`config.mk`:
```
export PLATFORM = sky130hd
export DESIGN_NAME = instr_fetch_decode
export DESIGN_NICKNAME = d
export VERILOG_FILES = /design/src/rtl/fetch_pkg.sv /design/src/rtl/instr_fetch_decode.sv
export SDC_FILE = /design/constraint.sdc
export NUM_CORES = 1
export LEC_CHECK = 0
export ABC_AREA = 1
export BUFFER_PORTS_ARGS = -buffer_cell sky130_fd_sc_hd__buf_2
export CAP_MARGIN = 40
export CORE_MARGIN = 2
export CORE_UTILIZATION = 27
export CTS_CLUSTER_DIAMETER = 150
export DETAILED_ROUTE_END_ITERATION = 16
export MAX_ROUTING_LAYER = met4
export SLEW_MARGIN = 20
export SYNTH_ARGS = -nofsm -noshare
export SYNTH_HDL_FRONTEND = slang
export SYNTH_SLANG_ARGS = --single-unit
```
`constraint.sdc`:
```
create_clock -name CLK -period 1.6 [get_ports CLK]
set_input_delay 0.24 -clock CLK [delete_from_list [all_inputs] [get_ports CLK]]
set_output_delay 0.24 -clock CLK [all_outputs]
set_load 0.01 [all_outputs]
```
`src/rtl/fetch_pkg.sv`:
```
// Shared types and constants for the instruction fetch/decode unit:
// FSM state encoding, instruction field bit positions and IR reset value.
package fetch_pkg;

  typedef enum logic [1:0] {
    ST_IDLE = 2'd0,
    ST_REQ  = 2'd1,
    ST_HOLD = 2'd2
  } fetch_state_e;

  localparam int TYPE_MSB = 31;
  localparam int TYPE_LSB = 29;
  localparam int OP_MSB   = 28;
  localparam int OP_LSB   = 24;
  localparam int RC_MSB   = 23;
  localparam int RC_LSB   = 20;
  localparam int RA_MSB   = 19;
  localparam int RA_LSB   = 16;
  localparam int RB_MSB   = 15;
  localparam int RB_LSB   = 12;
  localparam int IMM_MSB  = 15;
  localparam int IMM_LSB  = 0;

  localparam logic [31:0] IR_RESET = 32'h0;

endpackage

```
`src/rtl/instr_fetch_decode.sv`:
```
// Instruction fetch and field decode: owns PC and IR, runs a req/ack read of
// instruction memory on the control unit's fetch strobe, and slices IR fields.
module instr_fetch_decode
  import fetch_pkg::*;
#(
  parameter int              PC_W     = 16,
  parameter logic [PC_W-1:0] RESET_PC = '0
) (
  input  logic               CLK,
  input  logic               RST_N,
  input  logic               W_IM,
  input  logic               W_PC,
  input  logic               S_MXPC,
  input  logic [PC_W-1:0]    TARGET,
  output logic               IM_REQ,
  output logic [PC_W-1:0]    IM_ADDR,
  input  logic               IM_ACK,
  input  logic [31:0]        IM_RDATA,
  output logic [PC_W-1:0]    PC,
  output logic               IR_VALID,
  output logic               BUSY,
  output logic               OVERRUN,
  output logic [2:0]         TYPE,
  output logic [4:0]         op,
  output logic [3:0]         RC,
  output logic [3:0]         RA,
  output logic [3:0]         RB,
  output logic [15:0]        IMM,
  output fetch_state_e       STATE
);

  // Handshake: IM_REQ rises the cycle after W_IM and IM_ADDR stays frozen
  // until the edge where IM_ACK is sampled high; that edge loads IR and drops
  // IM_REQ. ACK outside REQ is ignored; memory must tolerate abandoned requests.

  fetch_state_e    r_state;
  fetch_state_e    w_next_state;
  logic [PC_W-1:0] r_pc;
  logic [PC_W-1:0] r_addr;
  logic [31:0]     r_ir;
  logic            r_ir_valid;
  logic            r_overrun;

  logic            w_start;
  logic            w_load;
  logic            w_overrun_set;
  logic [PC_W-1:0] w_next_pc;

  always_comb begin
    w_next_state  = r_state;
    w_start       = 1'b0;
    w_load        = 1'b0;
    w_overrun_set = 1'b0;
    case (r_state)
      ST_IDLE, ST_HOLD: begin
        if (W_IM) begin
          w_next_state = ST_REQ;
          w_start      = 1'b1;
        end
      end
      ST_REQ: begin
        w_overrun_set = W_IM;
        if (IM_ACK) begin
          w_next_state = ST_HOLD;
          w_load       = 1'b1;
        end
      end
      default: w_next_state = ST_IDLE;
    endcase
  end

  assign w_next_pc = S_MXPC ? TARGET : (r_pc + PC_W'(1));

  // IM_ADDR samples the pre-update PC, so a same-cycle W_PC never redirects a fetch.
  always_ff @(posedge CLK) begin
    if (!RST_N) begin
      r_state    <= ST_IDLE;
      r_pc       <= RESET_PC;
      r_addr     <= RESET_PC;
      r_ir       <= IR_RESET;
      r_ir_valid <= 1'b0;
      r_overrun  <= 1'b0;
    end else begin
      r_state <= w_next_state;
      if (w_start) begin
        r_addr     <= r_pc;
        r_ir_valid <= 1'b0;
      end
      if (w_load) begin
        r_ir       <= IM_RDATA;
        r_ir_valid <= 1'b1;
      end
      if (W_PC)
        r_pc <= w_next_pc;
      if (w_overrun_set)
        r_overrun <= 1'b1;
    end
  end

  assign IM_REQ   = (r_state == ST_REQ);
  assign BUSY     = IM_REQ;
  assign IM_ADDR  = r_addr;
  assign PC       = r_pc;
  assign IR_VALID = r_ir_valid;
  assign OVERRUN  = r_overrun;
  assign STATE    = r_state;

  assign TYPE = r_ir[TYPE_MSB:TYPE_LSB];
  assign op   = r_ir[OP_MSB:OP_LSB];
  assign RC   = r_ir[RC_MSB:RC_LSB];
  assign RA   = r_ir[RA_MSB:RA_LSB];
  assign RB   = r_ir[RB_MSB:RB_LSB];
  assign IMM  = r_ir[IMM_MSB:IMM_LSB];

endmodule

```
Word-level counts from Yosys, hierarchy flattened
Cells that the tools add are included.

word-level totals
  logic and storage cells = 26
  input bits = 54
  output and inout bits = 74
  register bits = 68

operators by class
  reductions and logical operators = 4
  eq/ne operators = 4
  mux-type cells = 11
  add/subtract/negate cells = 1

operators by type and width
  operator                                                                count
  16-bit by 1-bit adder with 16-bit output (second input constant)        1
  16-bit two-way mux                                                      1
  1-bit two-way mux                                                       7
  2-bit two-way mux                                                       2
  2-bit inequality test (second input constant)                           2
  2-bit case mux with 2 select lines                                      1
  2-bit by 1-bit equality test with 1-bit output (second input constant)  1
  2-bit equality test (second input constant)                             1
  2-bit zero test                                                         1
  2-bit AND reduction                                                     1
  2-bit nonzero test                                                      1
  2-bit OR reduction                                                      1

Depth between registers and ports, before layout
Gate-level depths: netlist of the first run.

  depth in word-level cells = 5
  gate-level depth with buffers = 10

Worst setup path before layout of the first run
No wires, ideal clock.

  path kind = register to register
  start = reg r_pc[1], in the netlist PC[1]
  end = reg r_pc[14], in the netlist PC[14]
  setup time = 0.134 ns
  stages on the path, launching flop included = 9
  required time = 1.466 ns
  setup slack = 0.247 ns
  clock period less this slack = 1.353 ns
  arrival = 1.219 ns
  path through = dfxtp_1 ha_1 nand3_1 nor2_1 nand3_1 nand2_1 nand3_1 nand2_1 a21oi_1

on the way
  word-level cells in the longest chain between the ends = 2

ends and longest elaborated chain
  element                                   line                      source
  start: declaration                        instr_fetch_decode.sv:38  logic [PC_W-1:0] r_pc;
  start signal: assignment                  instr_fetch_decode.sv:94  r_pc <= w_next_pc;
  16-bit by 1-bit adder with 16-bit output  instr_fetch_decode.sv:72  assign w_next_pc = S_MXPC ? TARGET : (r_pc + PC_W'(1));
  16-bit two-way mux                        instr_fetch_decode.sv:72

Every way passes these cells.
A chain may end at the register's enable or synchronous reset.

Worst setup path after layout of the first run
  start = reg r_state[0], in the netlist STATE[0]
  end = out BUSY

on the way
  word-level cells in the longest chain between the ends = 1

ends and longest elaborated chain
  element                                         line                       source
  start: declaration                              instr_fetch_decode.sv:36   fetch_state_e r_state;
  start signal: assignment                        instr_fetch_decode.sv:84   r_state <= w_next_state;
  2-bit by 1-bit equality test with 1-bit output  instr_fetch_decode.sv:100  assign IM_REQ = (r_state == ST_REQ);
  end: declaration                                instr_fetch_decode.sv:21   output logic BUSY,

Every way passes these cells.

==> results of run 1 <==
-- critical path, delay by kind of cell (launching register included) --
kind / cells / cell delay, ns
buffers and inverters: 3 / 0.39
flip-flops: 1 / 0.39
AND/OR/NAND/NOR: 1 / 0.10
-- cell usage in the layout, fill, tap and decap left out, drive strengths merged --
master / count
nand3: 48
nand4: 3
a221oi: 2
ha: 1
nor2: 43
nand2: 82
xor2: 1
o211ai: 1
a211oi: 1
bufinv: 1
a21oi: 66
clkinv: 5
clkbuf: 9
clkinvlp: 1
nor3: 1
inv: 27
a21o: 1
buf: 140
dfxtp: 68
or2: 3
o22ai: 1
o21ai: 27
-- per-stage QoR --
stage,worst slack [ns],area (um2),cells
finish,0.134,3940,672
global route,0.0391,3940,672
CTS,0.113,3940,672
detailed placement,0.134,3750,657
global placement,0.207,3750,657
floorplan,0.247,2970,406
-- registers in the layout, indices dropped and copies added (netlist names) --
| signal | flops |
|---|---|
| r_ir | 32 |
| IM_ADDR | 16 |
| PC | 16 |
| STATE | 2 |
| IR_VALID | 1 |
| OVERRUN | 1 |
-- layer usage --
layer  wire [um]  track usage
met2        3980        0.232
met4         153       0.0522
met5           0            -
met3         716       0.0526
met1        3870        0.195
-- power by group through the flow --
| stage | logic (mW) | clock network [mW] | registers (mW) |
|---|---|---|---|
| floorplan | 0.269 | 0 | 1.93 |
| global placement | 0.554 | 0 | 1.89 |
| detailed placement | 0.557 | 0 | 1.90 |
| CTS | 0.559 | 1.43 | 1.86 |
| global route | 0.623 | 1.51 | 1.87 |
| finish | 0.553 | 1.40 | 1.86 |
-- cell type report --
| class | instances | area [um2] | share of cell area |
|---|---|---|---|
| tap | 140 | 175 | 0.0444 |
| sequential | 68 | 1360 | 0.346 |
| clock buffer | 9 | 124 | 0.0314 |
| inverter | 28 | 106 | 0.0270 |
| timing repair buffer | 140 | 758 | 0.192 |
| multi-input combinational | 281 | 1350 | 0.343 |
| clock inverter | 6 | 65.1 | 0.0165 |
-- final timing paths --
check | startpoint | end | slack [ns] | cells after the start
min | W_IM | OVERRUN$_SDFFE_PN0P_ | 0.15 | 3
max reg2reg | PC[4]$_SDFFE_PN0P_ | PC[11]$_SDFFE_PN0P_ | 0.15 | 7
min reg2reg | r_ir[28]$_SDFFE_PN0P_ | r_ir[28]$_SDFFE_PN0P_ | 0.46 | 2
max | STATE[0]$_SDFFE_PN0P_ | BUSY | 0.13 | 4
-- cells by family (layout without fill, tap and decap cells) --
kind of cell | Yosys count | in the layout | synth area share
AOI/OAI and AO/OA | 99 | 99 | 0.175
xor gates and xnor gates | 1 | 1 | 0.00295
adders and majority gates | 1 | 1 | 0.00422
DFF | 68 | 68 | 0.459
buffers and inverters | 57 | 183 | 0.0865
and+or+nand+nor | 180 | 180 | 0.272
==> impl_metrics.ini, run 1 <==
[route]
vias_per_cell = 4.65
postRouteAntennaNets = 0
vias = 3126
remaining_drc_errors = 0
first_pass_iters = 4
drt-total-wl_um = 8720
drt_iter0_drc = 143
avgRoutedWirePerCell_um = 13.0

[power_and_ir_drop]
comb_power_share = 0.145
power_density_nw_per_um2 = 966
p_clk_frac = 0.367
switching_share = 0.284
p_int_mw = 2.73
ir_drop_mv = 0.307
p_switching_mw = 1.08
p_seq_frac = 0.488
p_leak_nw = 1.81
power_mw = 3.81

[synth]
yosysTopAreaCell = dfxtp_1
synthDominantCellAreaShare = 0.459
ys_top_cells_by_area = dfxtp_1 46%, a21oi_1 11%, nand2_1 9.9%, nand3_1 7.9%, nor2_1 4.4%
ys.flop_type = dfxtp_1
ys_ff_latch = 68
async_flop_share = 0
synth_top_cells_by_count = 78 x nand2_1, 68 x dfxtp_1, 64 x a21oi_1, 47 x nand3_1, 35 x nor2_1
synthCells = 406
synth-edff-count = 0
ys.warnings.count = 0
avgSynthCellArea_um2 = 7.31
synth_cell_types = 30
synth_nets = 461
ys_seq_area_frac = 0.459
yosysMostFrequentCell = nand2_1
synth.cell_area_um2 = 2970

[timing]
fmax_mhz = 682
skew_ns = 0.0131
setup_tns_ns = 0
rsz0062_at_grt = no
hold_viol = 0
setup_viol = 0
timing.hold.ws_ns = 0.150
relSlewSlack = 0.734
report.final.slew_viol_count = 0
fin_crit_ns = 1.47
post-route-period-util = 0.916
worstMarginPinSlew_ns = 0.399

[flow_run]
drv_cap = 0

[clock_network]
clock_path_buffers = 2
clk_pin_slew_worst_paths_ns = 0.07
insertion_delay_ns = 0.35
clock_sinks = 68
cts_setup_buffers = 0
cts_resized = 0
h-tree-depth = 3
numCtsBuffers = 9
cts_tree = done
cts-root-buf = clkbuf_8
ctsHoldBuffers = 0

[setup_path]
crit_path_start_kind = register
required_ns = 1.36
slowest_stage = dfxtp_1
slowest_delay_ns = 0.39
critPathKind = reg2out
path_max_fanout = 12
worst_setup_path_end_kind = output pin
path_cells = inv_2 -> nor2_4 -> buf_4 -> buf_2
cp.arrival_ns = 1.23

[placed_design]
port_buffers = 127
dp_hpwl_um = 6430
gp_congestion = 0.822

[floorplan]
die_h_um = 109
die_x_um = 109
dieArea_um2 = 11800
fp.coreArea_um2 = 10800
start_util = 0.275
rows = 38
pin_count = 128

[global_route]
grt_pass1_wl_um = 13900
grt_usage = 0.155
grt_overflow = 0
antenna_found_initial = 0
grt_pass1_vias = 2936
grt_max_degree = 34

[cells_and_area]
areaGrowthSynthToFinish_pct = 32.9
n_fill_cell = 1167
drive_above_1_share = 0.340
nets = 583
final_util = 0.365
n_antenna_cell = 0

[outcome]
status = finished clean

[hold_path]
hp-class = in2reg
Power figures use the tool's default switching activity.
==> run 2, diff against run 1 <==
--- a/config.mk
+++ b/config.mk
@@ -9,10 +9,12 @@
 export BUFFER_PORTS_ARGS = -buffer_cell sky130_fd_sc_hd__buf_2
 export CAP_MARGIN = 40
 export CORE_MARGIN = 2
-export CORE_UTILIZATION = 27
+export CORE_UTILIZATION = 49
+export CTS_BUF_LIST = sky130_fd_sc_hd__clkbuf_8
 export CTS_CLUSTER_DIAMETER = 150
 export DETAILED_ROUTE_END_ITERATION = 16
 export MAX_ROUTING_LAYER = met4
+export PLACE_DENSITY = 0.82
 export SLEW_MARGIN = 20
 export SYNTH_ARGS = -nofsm -noshare
 export SYNTH_HDL_FRONTEND = slang
==> constraint.sdc (replaced) <==
create_clock -name CLK -period 1.55 [get_ports CLK]
set_input_delay 0.2325 -clock CLK [delete_from_list [all_inputs] [get_ports CLK]]
set_output_delay 0.2325 -clock CLK [all_outputs]
set_load 0.01 [all_outputs]
==> impl_metrics.ini, run 2 (same netlist as run 1, synthesis figures left out) <==
[outcome]
status = finished clean

[clock_network]
cts_tree = done
numCtsBuffers = 9
h-tree-depth = 3
cts_setup_buffers = 0
clock_sinks = 68
insertion_delay_ns = 0.35
cts_resized = 0
clk_pin_slew_worst_paths_ns = 0.07
ctsHoldBuffers = 0
cts-root-buf = clkbuf_8
clock_path_buffers = 2

[setup_path]
path_max_fanout = 15
critPathKind = reg2out
required_ns = 1.32
cp-startpoint = STATE[0]$_SDFFE_PN0P_
worst_setup_path_end_kind = output pin
crit_path_start_kind = register
cp.arrival_ns = 1.18
r2r_start = PC[4]$_SDFFE_PN0P_
cp-endpoint = BUSY
timing.rr.end = PC[9]$_SDFFE_PN0P_
reg2reg_depth = 7
rrSetupSlack_ns = 0.14

[power_and_ir_drop]
p_clk_frac = 0.399
switching_share = 0.268
ir_drop_mv = 0.674
p_switching_mw = 1.11
p_leak_nw = 1.82
p_int_mw = 3.03
comb_power_share = 0.137
p_seq_frac = 0.464
power_density_nw_per_um2 = 1060

[timing]
post-route-period-util = 0.913
hold_viol = 0
setup_viol = 0
relSlewSlack = 0.703
worstMarginPinSlew_ns = 0.444
setup_tns_ns = 0
timing.hold.ws_ns = 0.147
rsz0062_at_grt = no
report.final.slew_viol_count = 0
fin_crit_ns = 1.41
fmax_mhz = 707
skew_ns = 0.0129

[cells_and_area]
nets = 583
largest_reg_flops = 32
n_antenna_cell = 0
drive_above_1_share = 0.343
mostFrequentLayoutCell = buf_2
multi_input_area_um2 = 1350
top_register = r_ir
regArea_um2 = 1360
final_cell_mix = 127 x buf_2, 78 x nand2_1, 66 x dfxtp_1
final-instance-count-excl-fill = 608
final_util = 0.661
n_fill_cell = 542
areaGrowthSynthToFinish_pct = 31.1

[route]
avgRoutedWirePerCell_um = 13.4
vias_per_cell = 5.23
remaining_drc_errors = 0
first_pass_iters = 7
drt_iter0_drc = 230
vias = 3180
postRouteAntennaNets = 0
drt-total-wl_um = 8160

[global_route]
grt_overflow = 0
antenna_found_initial = 0
grt_pass1_vias = 2900
grt_usage = 0.258
grt_max_degree = 33
grt_pass1_wl_um = 13000

[floorplan]
start_util = 0.504
fp.coreArea_um2 = 5890
die_h_um = 81.8
dieArea_um2 = 6690
pin_count = 128
die_x_um = 81.8
rows = 28

[hold_path]
holdPathStages = 3
hp-class = in2reg

[placed_design]
gp_congestion = 0.948
place_inst = 592
dp_hpwl_um = 5880
port_buffers = 127

[flow_run]
drv_cap = 0
[run 2: layer usage]
layer	up-vias	wire length [um]	global-route usage
li1	1580	-	-
met3	10	624	0.0758
met2	120	4000	0.423
met4	0	107	0.0817
met5	-	0	-
met1	1470	3430	0.306
[run 2: per-stage QoR]
| step | setup WS, ns | power, mW | instance area [um2] |
|---|---|---|---|
| after floorplan | 0.197 | 2.27 | 2970 |
| after global placement | 0.169 | 2.50 | 3660 |
| after detailed placement | 0.139 | 2.52 | 3660 |
| after CTS | 0.0407 | 4.15 | 3880 |
| after global routing | 0.0143 | 4.30 | 3890 |
| final | 0.135 | 4.13 | 3890 |
[run 2: worst max-delay path: stages (launching register included)]
cell and delay (ns):
dfxtp_2 0.36, inv_2 0.05, nor2_4 0.10, buf_6 0.17, buf_2 0.15
[run 2: power groups by stage]
stage          combinational, mW  sequential, mW  clock [mW]
2_1_floorplan              0.278            1.99           0
4_1_cts                    0.566            1.91        1.67
5_1_grt                    0.633            1.93        1.73
6_report                   0.566            1.92        1.65
3_3_place_gp               0.553            1.95           0
3_5_place_dp               0.564            1.95           0
[run 2: how the worst min path moves through the flow]
stage	startpoint	endpoint	slack, ns
final	W_IM	OVERRUN$_SDFFE_PN0P_	0.15
after global routing	IM_RDATA[10]	r_ir[10]$_SDFFE_PN0P_	0.14
after CTS	W_IM	OVERRUN$_SDFFE_PN0P_	0.14
after detailed placement	OVERRUN$_SDFFE_PN0P_	OVERRUN$_SDFFE_PN0P_	0.45
after global placement	OVERRUN$_SDFFE_PN0P_	OVERRUN$_SDFFE_PN0P_	0.43
after floorplan	RST_N	IM_ADDR[12]$_SDFFE_PN0P_	0.37
[run 2: final cells by class]
cell class | instances | area share
Clock inverter | 6 | 0.0222
Clock buffer | 10 | 0.0354
Sequential cell | 68 | 0.351
Multi-Input combinational cell | 281 | 0.347
Timing Repair Buffer | 140 | 0.193
Tap cell | 75 | 0.0241
Inverter | 28 | 0.0273
==> run 3, diff against run 2 <==
--- a/config.mk
+++ b/config.mk
@@ -13,6 +13,7 @@
 export CTS_BUF_LIST = sky130_fd_sc_hd__clkbuf_8
 export CTS_CLUSTER_DIAMETER = 150
 export DETAILED_ROUTE_END_ITERATION = 16
+export GPL_TIMING_DRIVEN = 0
 export MAX_ROUTING_LAYER = met4
 export PLACE_DENSITY = 0.82
 export SLEW_MARGIN = 20
==> impl_metrics.ini, run 3 (same netlist as run 1, synthesis figures left out) <==
[cells_and_area]
n_antenna_cell = 0
drive_above_1_share = 0.343
mostFrequentLayoutCell = buf_2
multi_input_area_um2 = 1350
nets = 598
areaGrowthSynthToFinish_pct = 31.1
regArea_um2 = 1360
top_register = r_ir
final_cell_mix = 138 x buf_2, 78 x nand2_1, 66 x dfxtp_1
largest_reg_flops = 32
n_fill_cell = 517

[global_route]
grt_overflow = 0
grt_pass1_vias = 2912
antenna_found_initial = 0
grt_usage = 0.261
grt_max_degree = 12
grt_pass1_wl_um = 12900

[route]
vias_per_cell = 5.21
drt_iter0_drc = 244
drt-total-wl_um = 8500
vias = 3248
avgRoutedWirePerCell_um = 13.6
remaining_drc_errors = 0
first_pass_iters = 6
postRouteAntennaNets = 0

[hold_path]
hp-class = in2reg

[setup_path]
r2r_start = PC[0]$_SDFFE_PN0P_
path_max_fanout = 4
reg2reg_depth = 8
crit_path_start_kind = register
rrSetupSlack_ns = 0.03
worst_setup_path_end_kind = register
cp.arrival_ns = 1.72
cp-startpoint = PC[0]$_SDFFE_PN0P_
required_ns = 1.75
cp-endpoint = PC[14]$_SDFFE_PN0P_
critPathKind = reg2reg
timing.rr.end = PC[14]$_SDFFE_PN0P_

[timing]
skew_ns = 0.0110
setup_viol = 0
rsz0062_at_grt = yes
fin_crit_ns = 1.52
report.final.slew_viol_count = 0
hold_viol = 0
relSlewSlack = 0.595
timing.hold.ws_ns = 0.149
worstMarginPinSlew_ns = 0.608
fmax_mhz = 660
post-route-period-util = 0.978

[power_and_ir_drop]
power_mw = 3.88
p_int_mw = 2.80
p_clk_frac = 0.357
p_seq_frac = 0.494
p_switching_mw = 1.08
power_density_nw_per_um2 = 998
comb_power_share = 0.149
ir_drop_mv = 0.788
switching_share = 0.278
p_leak_nw = 1.84

[clock_network]
h-tree-depth = 3
clk_pin_slew_worst_paths_ns = 0.07
numCtsBuffers = 9
clock_sinks = 68
ctsHoldBuffers = 0
cts-root-buf = clkbuf_8
cts_tree = done
insertion_delay_ns = 0.34
clock_path_buffers = 2

[flow_run]
drv_cap = 0

[floorplan]
die_x_um = 81.8
start_util = 0.504
pin_count = 128
rows = 28
dieArea_um2 = 6690
fp.coreArea_um2 = 5890
die_h_um = 81.8

[placed_design]
dp_hpwl_um = 6210
gp_congestion = 0.909
port_buffers = 125

[outcome]
status = finished clean
## run 3: cell types whose count changed in the layout (fill, tap and decap cells not counted), sizes merged
cell	delta
clkbuf	+8
buf	+6
bufinv	-1
clkinv	+1
inv	+1
## run 3: layout make-up
| class | instances | share of cell area |
|---|---|---|
| well taps | 75 | 0.0241 |
| flip-flops and latches | 68 | 0.351 |
| multi-input cells | 281 | 0.347 |
| repair buffers | 126 | 0.163 |
| plain buffers | 29 | 0.0402 |
| inverters | 28 | 0.0273 |
| clock inverters | 7 | 0.0154 |
| clock buffers | 9 | 0.0319 |
## run 3: what timing repair did
| item | in CTS | in global routing |
|---|---|---|
| endpoints found under the setup margin | 2 | 5 |
| resized for setup | 1 | 4 |
| pin swaps | 1 | 0 |
| cloned | 0 | 0 |
| setup buffers | 1 | 0 |
## run 3: worst min-delay path by stage
stage                               startpoint                        to  depth (start not counted)
after floorplan                          RST_N  IM_ADDR[12]$_SDFFE_PN0P_                          2
after global placement    OVERRUN$_SDFFE_PN0P_      OVERRUN$_SDFFE_PN0P_                          2
after detailed placement  OVERRUN$_SDFFE_PN0P_      OVERRUN$_SDFFE_PN0P_                          2
after CTS                                 W_IM      OVERRUN$_SDFFE_PN0P_                          3
after global routing                      W_IM      OVERRUN$_SDFFE_PN0P_                          3
final                             IM_RDATA[25]     r_ir[25]$_SDFFE_PN0P_                          3
## run 3: stage by stage
step           std cells  worst slack, ns  utilization  area (um2)  TNS, ns
6_report             623           0.0348        0.661        3890        0
5_1_grt              623          -0.0718        0.661        3890  -0.0881
4_1_cts              623          0.00164        0.659        3880        0
3_5_place_dp         606           0.0259        0.626        3690        0
3_3_place_gp         606           0.0415        0.626        3690        0
2_1_floorplan        406            0.197            -        2970        0
## run 3: per-layer routing
layer  GRT usage  vias to the layer above  wire length [um]
met5           -                        -                 0
met4       0.110                        0               206
met3      0.0791                       20               760
met2       0.402                      148              3930
met1       0.318                     1468              3600
li1            -                     1612                 -
## run 3: critical path: stages (launching register included)
cell	delay [ns]
dfxtp_1	0.41
ha_1	0.22
nand3_1	0.21
nor2_2	0.20
nand3_1	0.09
nand2_1	0.06
nand3_1	0.07
nand2_1	0.06
a21oi_1	0.06
## run 3: power by group through the flow
stage	combinational, mW	sequential [mW]	clock, mW
6_report	0.578	1.92	1.39
3_5_place_dp	0.567	1.95	0
2_1_floorplan	0.278	1.99	0
5_1_grt	0.638	1.93	1.47
3_3_place_gp	0.558	1.95	0
4_1_cts	0.574	1.92	1.40
